<file path="config.mk">
export PLATFORM = sky130hd
export DESIGN_NAME = multi_cycle_ctrl
export DESIGN_NICKNAME = d
export VERILOG_FILES = /design/src/rtl/multi_cycle_ctrl.sv
export SDC_FILE = /design/constraint.sdc
export NUM_CORES = 1
export LEC_CHECK = 0
export ABC_AREA = 1
export CORE_MARGIN = 4
export CORE_UTILIZATION = 43
export DETAILED_ROUTE_END_ITERATION = 16
export PLACE_DENSITY = 0.78
export SYNTH_ARGS = -nofsm -noshare
export SYNTH_HDL_FRONTEND = slang
export SYNTH_SLANG_ARGS = --single-unit
</file>
<file path="constraint.sdc">
create_clock -name clk -period 1.7 [get_ports clk]
set_input_delay 0.255 -clock clk [delete_from_list [all_inputs] [get_ports clk]]
set_output_delay 0.255 -clock clk [all_outputs]
set_load 0.01 [all_outputs]
</file>
<file path="src/rtl/multi_cycle_ctrl.sv">
// Main control FSM for the multi-cycle MIPS datapath (fetch/decode/execute/mem/wb).
// Optional PERF_CNT_EN macro adds free-running cycle and retired-instruction counters.
module multi_cycle_ctrl #(
  parameter int OP_W = 6,
  parameter int ST_W = 4
) (
  input  logic            clk,
  input  logic            rst,
  input  logic [OP_W-1:0] op,
  input  logic [OP_W-1:0] funct,
  input  logic            Zero,
  input  logic            MemReady,
  output logic            PCWr,
  output logic            PCWrCond,
  output logic            IorD,
  output logic            MemRd,
  output logic            MemWr,
  output logic            IRWr,
  output logic            RegWr,
  output logic            RegDst,
  output logic            MemToReg,
  output logic            ALUSrcA,
  output logic [1:0]      ALUSrcB,
  output logic [1:0]      PCSrc,
  output logic            Link,
  output logic            Illegal,
`ifdef PERF_CNT_EN
  output logic [31:0]     CycleCnt,
  output logic [31:0]     InstrCnt,
`endif
  output logic [ST_W-1:0] State
);

  localparam logic [OP_W-1:0] OP_RTYPE = OP_W'('h00);
  localparam logic [OP_W-1:0] OP_LW    = OP_W'('h23);
  localparam logic [OP_W-1:0] OP_SW    = OP_W'('h2B);
  localparam logic [OP_W-1:0] OP_BEQ   = OP_W'('h04);
  localparam logic [OP_W-1:0] OP_J     = OP_W'('h02);
  localparam logic [OP_W-1:0] OP_JAL   = OP_W'('h03);
  localparam logic [OP_W-1:0] OP_ADDI  = OP_W'('h08);
  localparam logic [OP_W-1:0] OP_ORI   = OP_W'('h0D);

  typedef enum logic [ST_W-1:0] {
    S_FETCH  = ST_W'(0),  S_DECODE = ST_W'(1),  S_MEMADR = ST_W'(2),
    S_MEMRD  = ST_W'(3),  S_MEMWB  = ST_W'(4),  S_MEMWR  = ST_W'(5),
    S_EXEC   = ST_W'(6),  S_ALUWB  = ST_W'(7),  S_BRANCH = ST_W'(8),
    S_JUMP   = ST_W'(9),  S_IEXEC  = ST_W'(10), S_IWB    = ST_W'(11),
    S_RESET  = ST_W'(14), S_TRAP   = ST_W'(15)
  } state_e;

  typedef struct packed {
    logic       pc_wr;
    logic       pc_wr_cond;
    logic       iord;
    logic       mem_rd;
    logic       mem_wr;
    logic       reg_wr;
    logic       reg_dst;
    logic       mem_to_reg;
    logic       alu_src_a;
    logic [1:0] alu_src_b;
    logic [1:0] pc_src;
    logic       link;
    logic       illegal;
  } ctrl_t;

  state_e state_q, state_d;
  ctrl_t  ctrl_q, ctrl_d;
  logic   fetch_ack;

  // Moore outputs of a state; evaluated on the next state so they register in step with it.
  function automatic ctrl_t decode(input state_e s, input logic is_jal);
    ctrl_t c;
    c = '0;
    case (s)
      S_FETCH:  begin c.mem_rd = 1'b1; c.alu_src_b = 2'b01; end
      S_DECODE: c.alu_src_b = 2'b11;
      S_MEMADR, S_IEXEC: begin c.alu_src_a = 1'b1; c.alu_src_b = 2'b10; end
      S_MEMRD:  begin c.mem_rd = 1'b1; c.iord = 1'b1; end
      S_MEMWB:  begin c.reg_wr = 1'b1; c.mem_to_reg = 1'b1; end
      S_MEMWR:  begin c.mem_wr = 1'b1; c.iord = 1'b1; end
      S_EXEC:   c.alu_src_a = 1'b1;
      S_ALUWB:  begin c.reg_wr = 1'b1; c.reg_dst = 1'b1; end
      S_IWB:    c.reg_wr = 1'b1;
      S_BRANCH: begin c.alu_src_a = 1'b1; c.pc_wr_cond = 1'b1; c.pc_src = 2'b01; end
      S_JUMP:   begin c.pc_wr = 1'b1; c.pc_src = 2'b10; c.link = is_jal; c.reg_wr = is_jal; end
      S_TRAP:   c.illegal = 1'b1;
      default:  c = '0;
    endcase
    return c;
  endfunction

  // NOTE: every always_comb output gets a default first so no path leaves it unassigned (no latch).
  always_comb begin
    state_d = state_q;
    case (state_q)
      S_RESET:  state_d = S_FETCH;
      S_FETCH:  if (MemReady) state_d = S_DECODE;
      S_DECODE: begin
        case (op)
          OP_RTYPE:        state_d = S_EXEC;
          OP_LW, OP_SW:    state_d = S_MEMADR;
          OP_BEQ:          state_d = S_BRANCH;
          OP_J, OP_JAL:    state_d = S_JUMP;
          OP_ADDI, OP_ORI: state_d = S_IEXEC;
          default:         state_d = S_TRAP;
        endcase
      end
      S_MEMADR: state_d = (op == OP_LW) ? S_MEMRD : S_MEMWR;
      S_MEMRD:  if (MemReady) state_d = S_MEMWB;
      S_MEMWR:  if (MemReady) state_d = S_FETCH;
      S_EXEC:   state_d = S_ALUWB;
      S_IEXEC:  state_d = S_IWB;
      S_MEMWB, S_ALUWB, S_IWB, S_BRANCH, S_JUMP: state_d = S_FETCH;
      S_TRAP:   state_d = S_TRAP;
      default:  state_d = S_TRAP;
    endcase
    ctrl_d = decode(state_d, op == OP_JAL);
  end

  // NOTE: sequential state uses non-blocking assignments so all flops update from pre-edge values.
  always_ff @(posedge clk or posedge rst) begin
    if (rst) begin
      state_q <= S_RESET;
      ctrl_q  <= '0;
    end else begin
      state_q <= state_d;
      ctrl_q  <= ctrl_d;
    end
  end

  // IR load and PC increment complete together with the fetch handshake.
  assign fetch_ack = (state_q == S_FETCH) && MemReady;

  assign PCWr     = ctrl_q.pc_wr | fetch_ack;
  assign IRWr     = fetch_ack;
  assign PCWrCond = ctrl_q.pc_wr_cond;
  assign IorD     = ctrl_q.iord;
  assign MemRd    = ctrl_q.mem_rd;
  assign MemWr    = ctrl_q.mem_wr;
  assign RegWr    = ctrl_q.reg_wr;
  assign RegDst   = ctrl_q.reg_dst;
  assign MemToReg = ctrl_q.mem_to_reg;
  assign ALUSrcA  = ctrl_q.alu_src_a;
  assign ALUSrcB  = ctrl_q.alu_src_b;
  assign PCSrc    = ctrl_q.pc_src;
  assign Link     = ctrl_q.link;
  assign Illegal  = ctrl_q.illegal;
  assign State    = state_q;

  // funct is decoded by the ALU controller and Zero gates PCWrCond outside this block.
  logic unused_inputs;
  assign unused_inputs = ^{funct, Zero};

`ifdef PERF_CNT_EN
  logic [31:0] cycle_cnt_q, cycle_cnt_d;
  logic [31:0] instr_cnt_q, instr_cnt_d;

  always_comb begin
    cycle_cnt_d = cycle_cnt_q;
    instr_cnt_d = instr_cnt_q;
    if (state_q != S_RESET) cycle_cnt_d = cycle_cnt_q + 32'd1;
    if (state_d == S_FETCH && state_q != S_RESET && state_q != S_FETCH)
      instr_cnt_d = instr_cnt_q + 32'd1;
  end

  always_ff @(posedge clk or posedge rst) begin
    if (rst) begin
      cycle_cnt_q <= '0;
      instr_cnt_q <= '0;
    end else begin
      cycle_cnt_q <= cycle_cnt_d;
      instr_cnt_q <= instr_cnt_d;
    end
  end

  assign CycleCnt = cycle_cnt_q;
  assign InstrCnt = instr_cnt_q;
`endif

endmodule

</file>
==> results of run 1 <==
cells in the mapped netlist (3+ instances only):
library cell and n:
buf_4 4, dfrtp_1 15, dfstp_2 3, inv_1 16, inv_2 7, nand2_1 25, nand2_2 3, nand3_1 8
nand3_2 3, nor2_1 20, nor2_2 7, nor3_1 4, o21ai_1 3
metal layers:
layer / share of wire [%] / vias up / GRT usage (%)
li1: - / 513 / -
met1: 36 / 487 / 16.35
met2: 55 / 50 / 29.56
met3: 6.2 / 10 / 2.784
met4: 2.5 / 0 / 5.763
met5: 0 / - / 0
power groups by stage:
stage | clock network (mW) | logic, mW | registers [mW]
after floorplan | 0 | 0.0244 | 0.436
after global placement | 0 | 0.0607 | 0.436
after detailed placement | 0 | 0.0638 | 0.436
after CTS | 0.267 | 0.0641 | 0.428
after global routing | 0.286 | 0.0710 | 0.428
final | 0.267 | 0.0645 | 0.428
layout make-up:
| type | count | area [sq um] |
|---|---|---|
| inverters | 23 | 91.34 |
| multi-input cells | 83 | 566.8 |
| well taps | 28 | 35.03 |
| clock buffers | 4 | 36.28 |
| flip-flops and latches | 18 | 454.2 |
| fillers | 136 | 461.7 |
| repair buffers | 60 | 545.5 |
worst paths after layout:
| path | slack, ns | end | depth (start not counted) |
|---|---|---|---|
| hold / removal | 0.27 | ALUSrcB[0] | 3 |
| min in group clk | 0.70 | ALUSrcB[0] | 4 |
| max in group asynchronous | 1.17 | State[2] | 3 |
| setup reg to reg | -0.12 | IorD | 11 |
| hold reg to reg | 0.76 | ALUSrcB[1] | 3 |
| setup / recovery | -0.12 | IorD | 11 |
stage by stage:
step           area [sq um]   TNS, ns  std cells  hold WS [ns]
4_1_cts                1459  -0.07815        203        0.2795
2_1_floorplan         987.2         0        128        0.1914
5_1_grt                1729    -2.693        216        0.2986
3_5_place_dp           1408    -1.682        198        0.5973
3_3_place_gp           1408    -1.162        198        0.5879
6_report               1729    -1.076        216        0.2703
cells by family after synthesis:
kind of cell	Yosys count	synth area share, %
and+or+nand+nor	76	38.40
buffers and inverters	27	11.79
DFF	18	46.01
AOI/OAI and AO/OA	7	3.802
critical path, delay by kind of cell (launching register included):
kind	cells	cell delay, ns
buffers and inverters	3	0.33
flip-flops	1	0.56
AO/OA/AOI/OAI	2	0.18
AND/OR/NAND/NOR	6	0.63
timing repair:
item,in CTS,in global routing
resized for setup,18,41
setup buffers,1,13
pin swaps,4,20
hold buffers,0,0
setup endpoints to repair,11,13
==> reports/results.txt, run 1 <==
CP Cell Sequence: inv_1 > nand2_4 > buf_6 > nor2_1 > o21ai_2 > nand3_1 > nor2_2 > nand2_2 > buf_6 > nand2_8 > o21ai_2
via count: 1060
Mapped Nets: 144
Synth cell types: 22
post-route ant nets: 0
vias in the first global route: 931
Yosys top cell area share: 38.02%
commonest non-fill, non-tap cells in the layout: buf_4 (25), clkdlybuf4s50_1 (23), nand2_1 (21)
Max clock buf depth: 2
CTS tree: done
unrepaired setup endpoints after global routing: yes
layout cells sized above 1: 46.28%
htree depth: 1
fin. max-slew vios: 0
Pleak: 0.8705 nW
DRT iter0 DRCs: 27
TritonRoute pass-1 iters: 4
Area contributors post-synth: dfrtp_1 (38%), nand2_1 (9.5%), dfstp_2 (8.0%)
reg2reg start: State[2]
synth warn: 0
DIE WIDTH: 55.92 um
Sw Share: 22.36%
critical-path maximum fanout: 5
main flop type after synthesis: dfrtp_1
total grt overflow: 0
final core utilization: 78.93%
first-pass GRT wire length: 3829 um
Max-Cap Viols: 0
worst slew pin tran: 0.2826 ns
Crit path arrival time: 2.01 ns
GP Congestion: 0.8927
Worst VDD drop: 0.0003365 V
Worst EP required: 1.89 ns
largest net degree at the start of global routing: 19
final setup margin: -0.1217 ns
Int Pwr: 0.5897 mW
crit path kind: reg2reg
Detailed Place HPWL: 1888 um
Clk pwr share: 35.1%
Synth Cell Area: 987.2 sq um
failing checks: negative setup slack
PwrDens: 439.2 nW/um^2
total power: 0.7595 mW
Crit. Startpoint: State[2]
Slew headroom: 81.09%
post-synthesis sequential area ratio: 46.01%
Port Buf Inserts: 28
Startpoint Class: flop
commonest non-fill, non-tap cell in the layout: buf_4
Max Clock Skew: 0.003410 ns
Syn Area/Cell: 7.712 sq um
Core ar.: 2191 sq um
Fin. Hold Viols: 0
Die Height: 55.92 um
clk sinks: 18
#FFs+latches synth: 18
Peak Freq: 548.9 MHz
Net count, final: 205
site row count: 17
final worst path period need: 1.822 ns
worst min path class: in2async
pre-CTS setup slack: -0.1786 ns
Antenna diodes: 0
DIE AREA: 3126 sq um
Post-route DRC: 0
status: finished with violations
clk slew on worst S/H paths: 0.11 ns
max FFs per register: 4
initial core utilization: 45.06%
Switch Pwr: 0.1698 mW
CP Capture Type: flop
root buffer cell: clkbuf_4
Detailed Route WL: 2922 um
logic gate share of total power: 8.5%
Total Routing Usage GR: 15.35%
IO Pins: 36
EDFF count, synth: 0
part of the power in registers: 56.4%
Final setup viols: 12
CTS buffer count: 3
Async S/R FF share, synth: 100.0%
antenna violations before repair: 0
via/cell ratio: 4.907
Final period util: 107.2%
Synth area leader: dfrtp_1
area growth from synthesis to layout: 75.16%
clk_lat worst skew: 0.29 ns
post-synthesis cell count: 128
Critical-path top delay cell: dfstp_2
slowest stage delay, CP: 0.56 ns
Routed WL per cell: 13.53 um
Power figures use the tool's default switching activity.
==> run 2: changes to the inputs <==
--- a/config.mk
+++ b/config.mk
@@ -10,6 +10,7 @@
 export CORE_UTILIZATION = 43
 export DETAILED_ROUTE_END_ITERATION = 16
 export PLACE_DENSITY = 0.78
+export SKIP_CTS_REPAIR_TIMING = 1
 export SYNTH_ARGS = -nofsm -noshare
 export SYNTH_HDL_FRONTEND = slang
 export SYNTH_SLANG_ARGS = --single-unit
==> run 2 against run 1 <==
Net effect: the flow still finishes with violations (negative setup slack); flip-flop and latch count unchanged; register-to-register slack worse by 0.05 ns; clock-buffer cell count unchanged; combinational power is 0.8% lower; total power fell by 1.2%; setup slack lost 0.047 ns; fmax is 2.5% lower; via count fell by 5.1%; largest power group unchanged.
==> reports/results.txt, run 2 (synthesis results as in run 1) <==
status: finished with violations
failing checks: negative setup slack
CTS buffer count: 3 (unchanged)
logic gate share of total power: 8.5% (about the same)
clk slew on worst S/H paths: 0.11 ns (about the same)
CP Cell Sequence: buf_6 > inv_2 > nand2_4 > nor2_4 > o21ai_2 > nand3_1 > nor2_2 > nand2_2 > nor2_2 > nand3_2 > nand2_2
IO Pins: 36 (unchanged)
vias in the first global route: 930 (-0.11%)
Routed WL per cell: 13.43 um (-0.72%)
commonest non-fill, non-tap cell in the layout: clkdlybuf4s50_1
Max Clock Skew: 0.009428 ns (+0.006018 ns)
Worst VDD drop: 0.0003002 V (-11%)
clk sinks: 18 (unchanged)
fin. max-slew vios: 0 (unchanged)
Core ar.: 2191 sq um (unchanged)
Critical-path top delay cell: dfstp_2
antenna violations before repair: 0 (unchanged)
commonest non-fill, non-tap cells in the layout: clkdlybuf4s50_1 (23), nand2_1 (21), buf_4 (20)
DRT iter0 DRCs: 7 (-74%)
Net count, final: 198 (-3.4%)
post-route ant nets: 0 (unchanged)
initial core utilization: 45.06% (unchanged)
first-pass GRT wire length: 3781 um (-1.3%)
max FFs per register: 4 (unchanged)
Peak Freq: 535.0 MHz (-2.5%)
Crit path arrival time: 2.10 ns (+0.09 ns)
worst min path class: in2async
layout cells sized above 1: 42.54% (-3.7 points)
Total Routing Usage GR: 15.25% (-0.097 points)
total grt overflow: 0 (unchanged)
Slew headroom: 82.92% (+1.8 points)
htree depth: 1 (unchanged)
Int Pwr: 0.5895 mW (about the same)
final setup margin: -0.1690 ns (-0.04732 ns)
Sw Share: 21.43% (-0.93 points)
largest net degree at the start of global routing: 19 (unchanged)
CP Capture Type: flop
via count: 1006 (-5.1%)
area growth from synthesis to layout: 67.05%
critical-path maximum fanout: 5 (unchanged)
Worst EP required: 1.93 ns (+0.04 ns)
CTS tree: done
part of the power in registers: 57.1% (+0.7 points)
Clk pwr share: 34.4% (-0.7 points)
site row count: 17 (unchanged)
DIE AREA: 3126 sq um (unchanged)
clk_lat worst skew: 0.29 ns (about the same)
root buffer cell: clkbuf_4
Pleak: 0.8245 nW (-5.3%)
Detailed Place HPWL: 1888 um (unchanged)
FF-to-FF path depth: 11 (unchanged)
TritonRoute pass-1 iters: 4 (unchanged)
Max clock buf depth: 2 (unchanged)
DIE WIDTH: 55.92 um (unchanged)
Final period util: 109.9% (+2.8 points)
Post-route DRC: 0 (unchanged)
final worst path period need: 1.869 ns (+0.04732 ns)
worst hold slack: 0.2739 ns (+0.003528 ns)
PwrDens: 455.0 nW/um^2 (+3.6%)
Detailed Route WL: 2807 um (-3.9%)
Antenna diodes: 0 (unchanged)
GP Congestion: 0.8927 (unchanged)
worst slew pin tran: 0.2543 ns (-0.02831 ns)
slowest stage delay, CP: 0.56 ns (about the same)
Port Buf Inserts: 28 (unchanged)
Final setup viols: 12 (unchanged)
unrepaired setup endpoints after global routing: yes
total power: 0.7503 mW (-1.2%)
Max-Cap Viols: 0 (unchanged)
Startpoint Class: flop
Fin. Hold Viols: 0 (unchanged)
Switch Pwr: 0.1608 mW (-5.3%)
crit path kind: reg2reg
via/cell ratio: 4.813 (-1.9%)
Die Height: 55.92 um (unchanged)
-- run 2: worst paths after layout --
check | slack [ns] | start | endpoint
min in group clk | 0.71 | MemReady | MemToReg
max in group asynchronous | 1.16 | rst | State[2]
hold / removal | 0.27 | rst | ALUSrcB[0]
setup reg to reg | -0.17 | State[1] | MemRd
hold reg to reg | 0.75 | State[0] | ALUSrcB[1]
setup / recovery | -0.17 | State[1] | MemRd
-- run 2: final cells by class --
type,instances,area [sq um]
well taps,28,35.03
flip-flops and latches,18,454.2
repair buffers,53,496.7
inverters,23,93.84
clock buffers,4,36.28
fillers,154,541.8
multi-input cells,83,533.0
-- run 2: critical path, delay by kind of cell, from the launching register on --
kind | cells | cell delay, ns
simple gates | 8 | 0.93
flops | 1 | 0.56
buf+inv | 2 | 0.18
compound gates | 1 | 0.14
-- run 2: through the flow --
stage	cell area, sq um	util, %	TNS [ns]	cells	setup slack [ns]
after floorplan	987.2	-	0	128	0.1711
after global placement	1408	64.25	-1.162	198	-0.1460
after detailed placement	1408	64.25	-1.682	198	-0.1786
after CTS	1444	65.91	-1.243	202	-0.5152
after global routing	1649	75.27	-2.107	209	-0.2723
final	1649	75.27	-0.6877	209	-0.1690
-- run 2: power groups by stage --
stage | Sequential [mW] | Clock (mW) | Combinational (mW)
2_1_floorplan | 0.436 | 0 | 0.0244
5_1_grt | 0.428 | 0.279 | 0.0706
3_3_place_gp | 0.436 | 0 | 0.0607
6_report | 0.428 | 0.258 | 0.0640
3_5_place_dp | 0.436 | 0 | 0.0638
4_1_cts | 0.428 | 0.267 | 0.0640
-- run 2: layer usage --
layer / GRT usage [%] / vias up / share of wire, %
met3: 3.016 / 8 / 4.7
met1: 16.20 / 469 / 37
met2: 28.89 / 30 / 56
li1: - / 499 / -
met4: 6.441 / 0 / 2.5
met5: 0 / - / 0
==> run 3: changes to the inputs <==
--- a/config.mk
+++ b/config.mk
@@ -5,11 +5,11 @@
 export SDC_FILE = /design/constraint.sdc
 export NUM_CORES = 1
 export LEC_CHECK = 0
-export ABC_AREA = 1
+export ABC_AREA = 0
 export CORE_MARGIN = 4
-export CORE_UTILIZATION = 43
+export CORE_UTILIZATION = 45
 export DETAILED_ROUTE_END_ITERATION = 16
-export PLACE_DENSITY = 0.78
+export PLACE_DENSITY = 0.79
 export SKIP_CTS_REPAIR_TIMING = 1
 export SYNTH_ARGS = -nofsm -noshare
 export SYNTH_HDL_FRONTEND = slang
==> run 3 against run 2 <==
Net effect: the flow still finishes with violations (negative setup slack); flip-flop and latch count unchanged; register-to-register slack about the same; die area increased by 4.1%; via count increased by 11%; critical path depth decreased by 5; non-clock buffer count increased by 7; clock skew decreased by 0.0079 ns; first-iteration DRC count increased to 5.3 times the previous value; sequential share of layout area decreased by 2.2 points; combinational power increased to 36 times the previous value; critical path type unchanged; largest cell class unchanged.
==> reports/results.txt, run 3 <==
failing checks: negative setup slack
total power: 3.231 mW (+330%)
Area contributors post-synth: dfrtp_1 (35%), dfstp_2 (7.3%), buf_4 (3.5%)
Synth Cell Area: 1082 sq um (+9.6%)
Max clock buf depth: 2 (unchanged)
post-synthesis sequential area ratio: 41.97% (-4.0 points)
main flop type after synthesis: dfrtp_1
Startpoint Class: flop
Port Buf Inserts: 28 (unchanged)
Final setup viols: 16 (+4)
max FFs per register: 4 (unchanged)
#FFs+latches synth: 18 (unchanged)
Max-Cap Viols: 0 (unchanged)
Die Height: 57.04 um (+2.0%)
GP Congestion: 0.9332 (+4.5%)
site row count: 17 (unchanged)
clk_lat worst skew: 0.29 ns (about the same)
htree depth: 1 (unchanged)
Post-route DRC: 0 (unchanged)
crit path kind: reg2reg
post-synthesis cell count: 105 (-18%)
Async S/R FF share, synth: 100.0% (unchanged)
commonest non-fill, non-tap cells in the layout: buf_4 (28), clkdlybuf4s50_1 (17), dfrtp_1 (14)
Syn Area/Cell: 10.31 sq um (+34%)
PwrDens: 1801 nW/um^2 (+300%)
Synth area leader: dfrtp_1
via/cell ratio: 5.889 (+22%)
Fin. Hold Viols: 0 (unchanged)
Pleak: 0.8542 nW (+3.6%)
commonest non-fill, non-tap cell in the layout: buf_4
layout cells sized above 1: 46.91% (+4.4 points)
DIE AREA: 3254 sq um (+4.1%)
Placed Cells: 186 (-6.1%)
worst hold slack: 0.2663 ns (-0.007539 ns)
Yosys top cell area share: 34.68% (-3.3 points)
synth warn: 0 (unchanged)
Max Clock Skew: 0.001555 ns (-0.007873 ns)
Peak Freq: 537.5 MHz (+0.46%)
pre-CTS setup slack: -0.5305 ns (-0.3520 ns)
DRT iter0 DRCs: 37 (+30)
Final period util: 109.4% (-0.50 points)
root buffer cell: clkbuf_4
Synth cell types: 50 (+130%)
placed inst area: 1610 sq um (+14%)
Net count, final: 179 (-9.6%)
CTS buffer count: 3 (unchanged)
worst min path class: in2async
Worst VDD drop: 0.001068 V (+260%)
critical-path maximum fanout: 8 (+3)
most numerous cell in the Yosys netlist: dfrtp_1
worst slew pin tran: 0.3980 ns (+0.1437 ns)
Post-synth top cells: dfrtp_1 (15), nor2_1 (10), nand2_1 (6), buf_4 (5), nor3_1 (5)
largest net degree at the start of global routing: 19 (unchanged)
Slew headroom: 73.47% (-9.4 points)
status: finished with violations
vias in the first global route: 1149 (+24%)
Finished Cell Area: 1794 sq um (+8.8%)
EDFF count, synth: 0 (unchanged)
IO Pins: 36 (unchanged)
via count: 1119 (+11%)
CTS tree: done
Post-Layout Cell Count: 190 (-9.1%)
CP Capture Type: flop
first-pass GRT wire length: 4857 um (+28%)
Antenna diodes: 0 (unchanged)
Critical-path top delay cell: dfstp_2
met3 usage: 4.299% (+1.3 points)
clk sinks: 18 (unchanged)
final setup margin: -0.1606 ns (+0.008477 ns)
initial core utilization: 48.00% (+2.9 points)
clk slew on worst S/H paths: 0.10 ns (about the same)
fin. max-slew vios: 0 (unchanged)
CP Cell Sequence: buf_6 > nor2_2 > a22o_2 > o21ai_2 > nand3_2 > o31ai_1
Crit path arrival time: 2.07 ns (-0.03 ns)
area growth from synthesis to layout: 65.78%
Core ar.: 2255 sq um (+2.9%)
Routed WL per cell: 17.82 um (+33%)
GR peak layer: met2
met2 Use GR: 34.26% (+5.4 points)
Worst EP required: 1.91 ns (-0.02 ns)
total grt overflow: 0 (unchanged)
Total Routing Usage GR: 18.75% (+3.5 points)
Detailed Route WL: 3385 um (+21%)
GR Util met1: 20.34% (+4.1 points)
slowest stage delay, CP: 0.58 ns (+0.02 ns)
DIE WIDTH: 57.04 um (+2.0%)
final worst path period need: 1.861 ns (-0.008477 ns)
unrepaired setup endpoints after global routing: yes
Mapped Nets: 121 (-16%)
antenna violations before repair: 0 (unchanged)
post-route ant nets: 0 (unchanged)
Detailed Place HPWL: 2239 um (+19%)
TritonRoute pass-1 iters: 4 (unchanged)
-- run 3: worst max-delay path, delay by kind of cell, from the launching register on --
kind            cells  cell delay, ns
simple gates        2            0.25
flops               1            0.58
compound gates      3            0.81
buf+inv             1            0.14
-- run 3: stage by stage --
stage               setup TNS [ns]  utilization (%)
finish                      -1.708            79.58
global route                -3.169            79.58
CTS                         -4.276            72.59
detailed placement          -8.164            71.42
global placement            -6.424            71.42
floorplan                   -1.382                -
-- run 3: cell families after synthesis --
logic type                after synthesis  synth area share (%)
xor gates and xnor gates                3                 3.122
buffers and inverters                   9                 5.549
AOI/OAI and AO/OA                      26                 20.93
DFF                                    18                 41.97
and+or+nand+nor                        49                 28.44
-- run 3: power by group --
group / switching (mW) / internal (mW) / leakage [nW] / total (mW)
registers: 0.0882 / 0.616 / 0.231 / 0.704
logic: 1.12 / 1.19 / 0.608 / 2.31
clock network: 0.126 / 0.0914 / 0.0150 / 0.218
-- run 3: cell type report --
cell class,instances,area (sq um)
fillers,149,460.4
flip-flops and latches,18,455.4
clock buffers,4,26.28
multi-input cells,78,709.4
inverters,2,7.507
well taps,28,35.03
repair buffers,60,560.5
-- run 3: worst paths after layout --
path                          start         end  slack [ns]  cells after the start
max                        State[1]       RegWr       -0.16                      6
min                             rst  ALUSrcB[0]        0.27                      3
max reg2reg                State[1]       RegWr       -0.16                      6
min reg2reg                State[2]      RegDst        0.80                      2
max in group asynchronous       rst    State[1]        1.18                      3
min in group clk              op[0]        Link        0.55                      5
-- run 3: routing by layer --
metal	wire, um	vias to the layer above
met2	1827	58
li1	-	508
met5	0	-
met4	105	0
met3	184	16
met1	1267	537
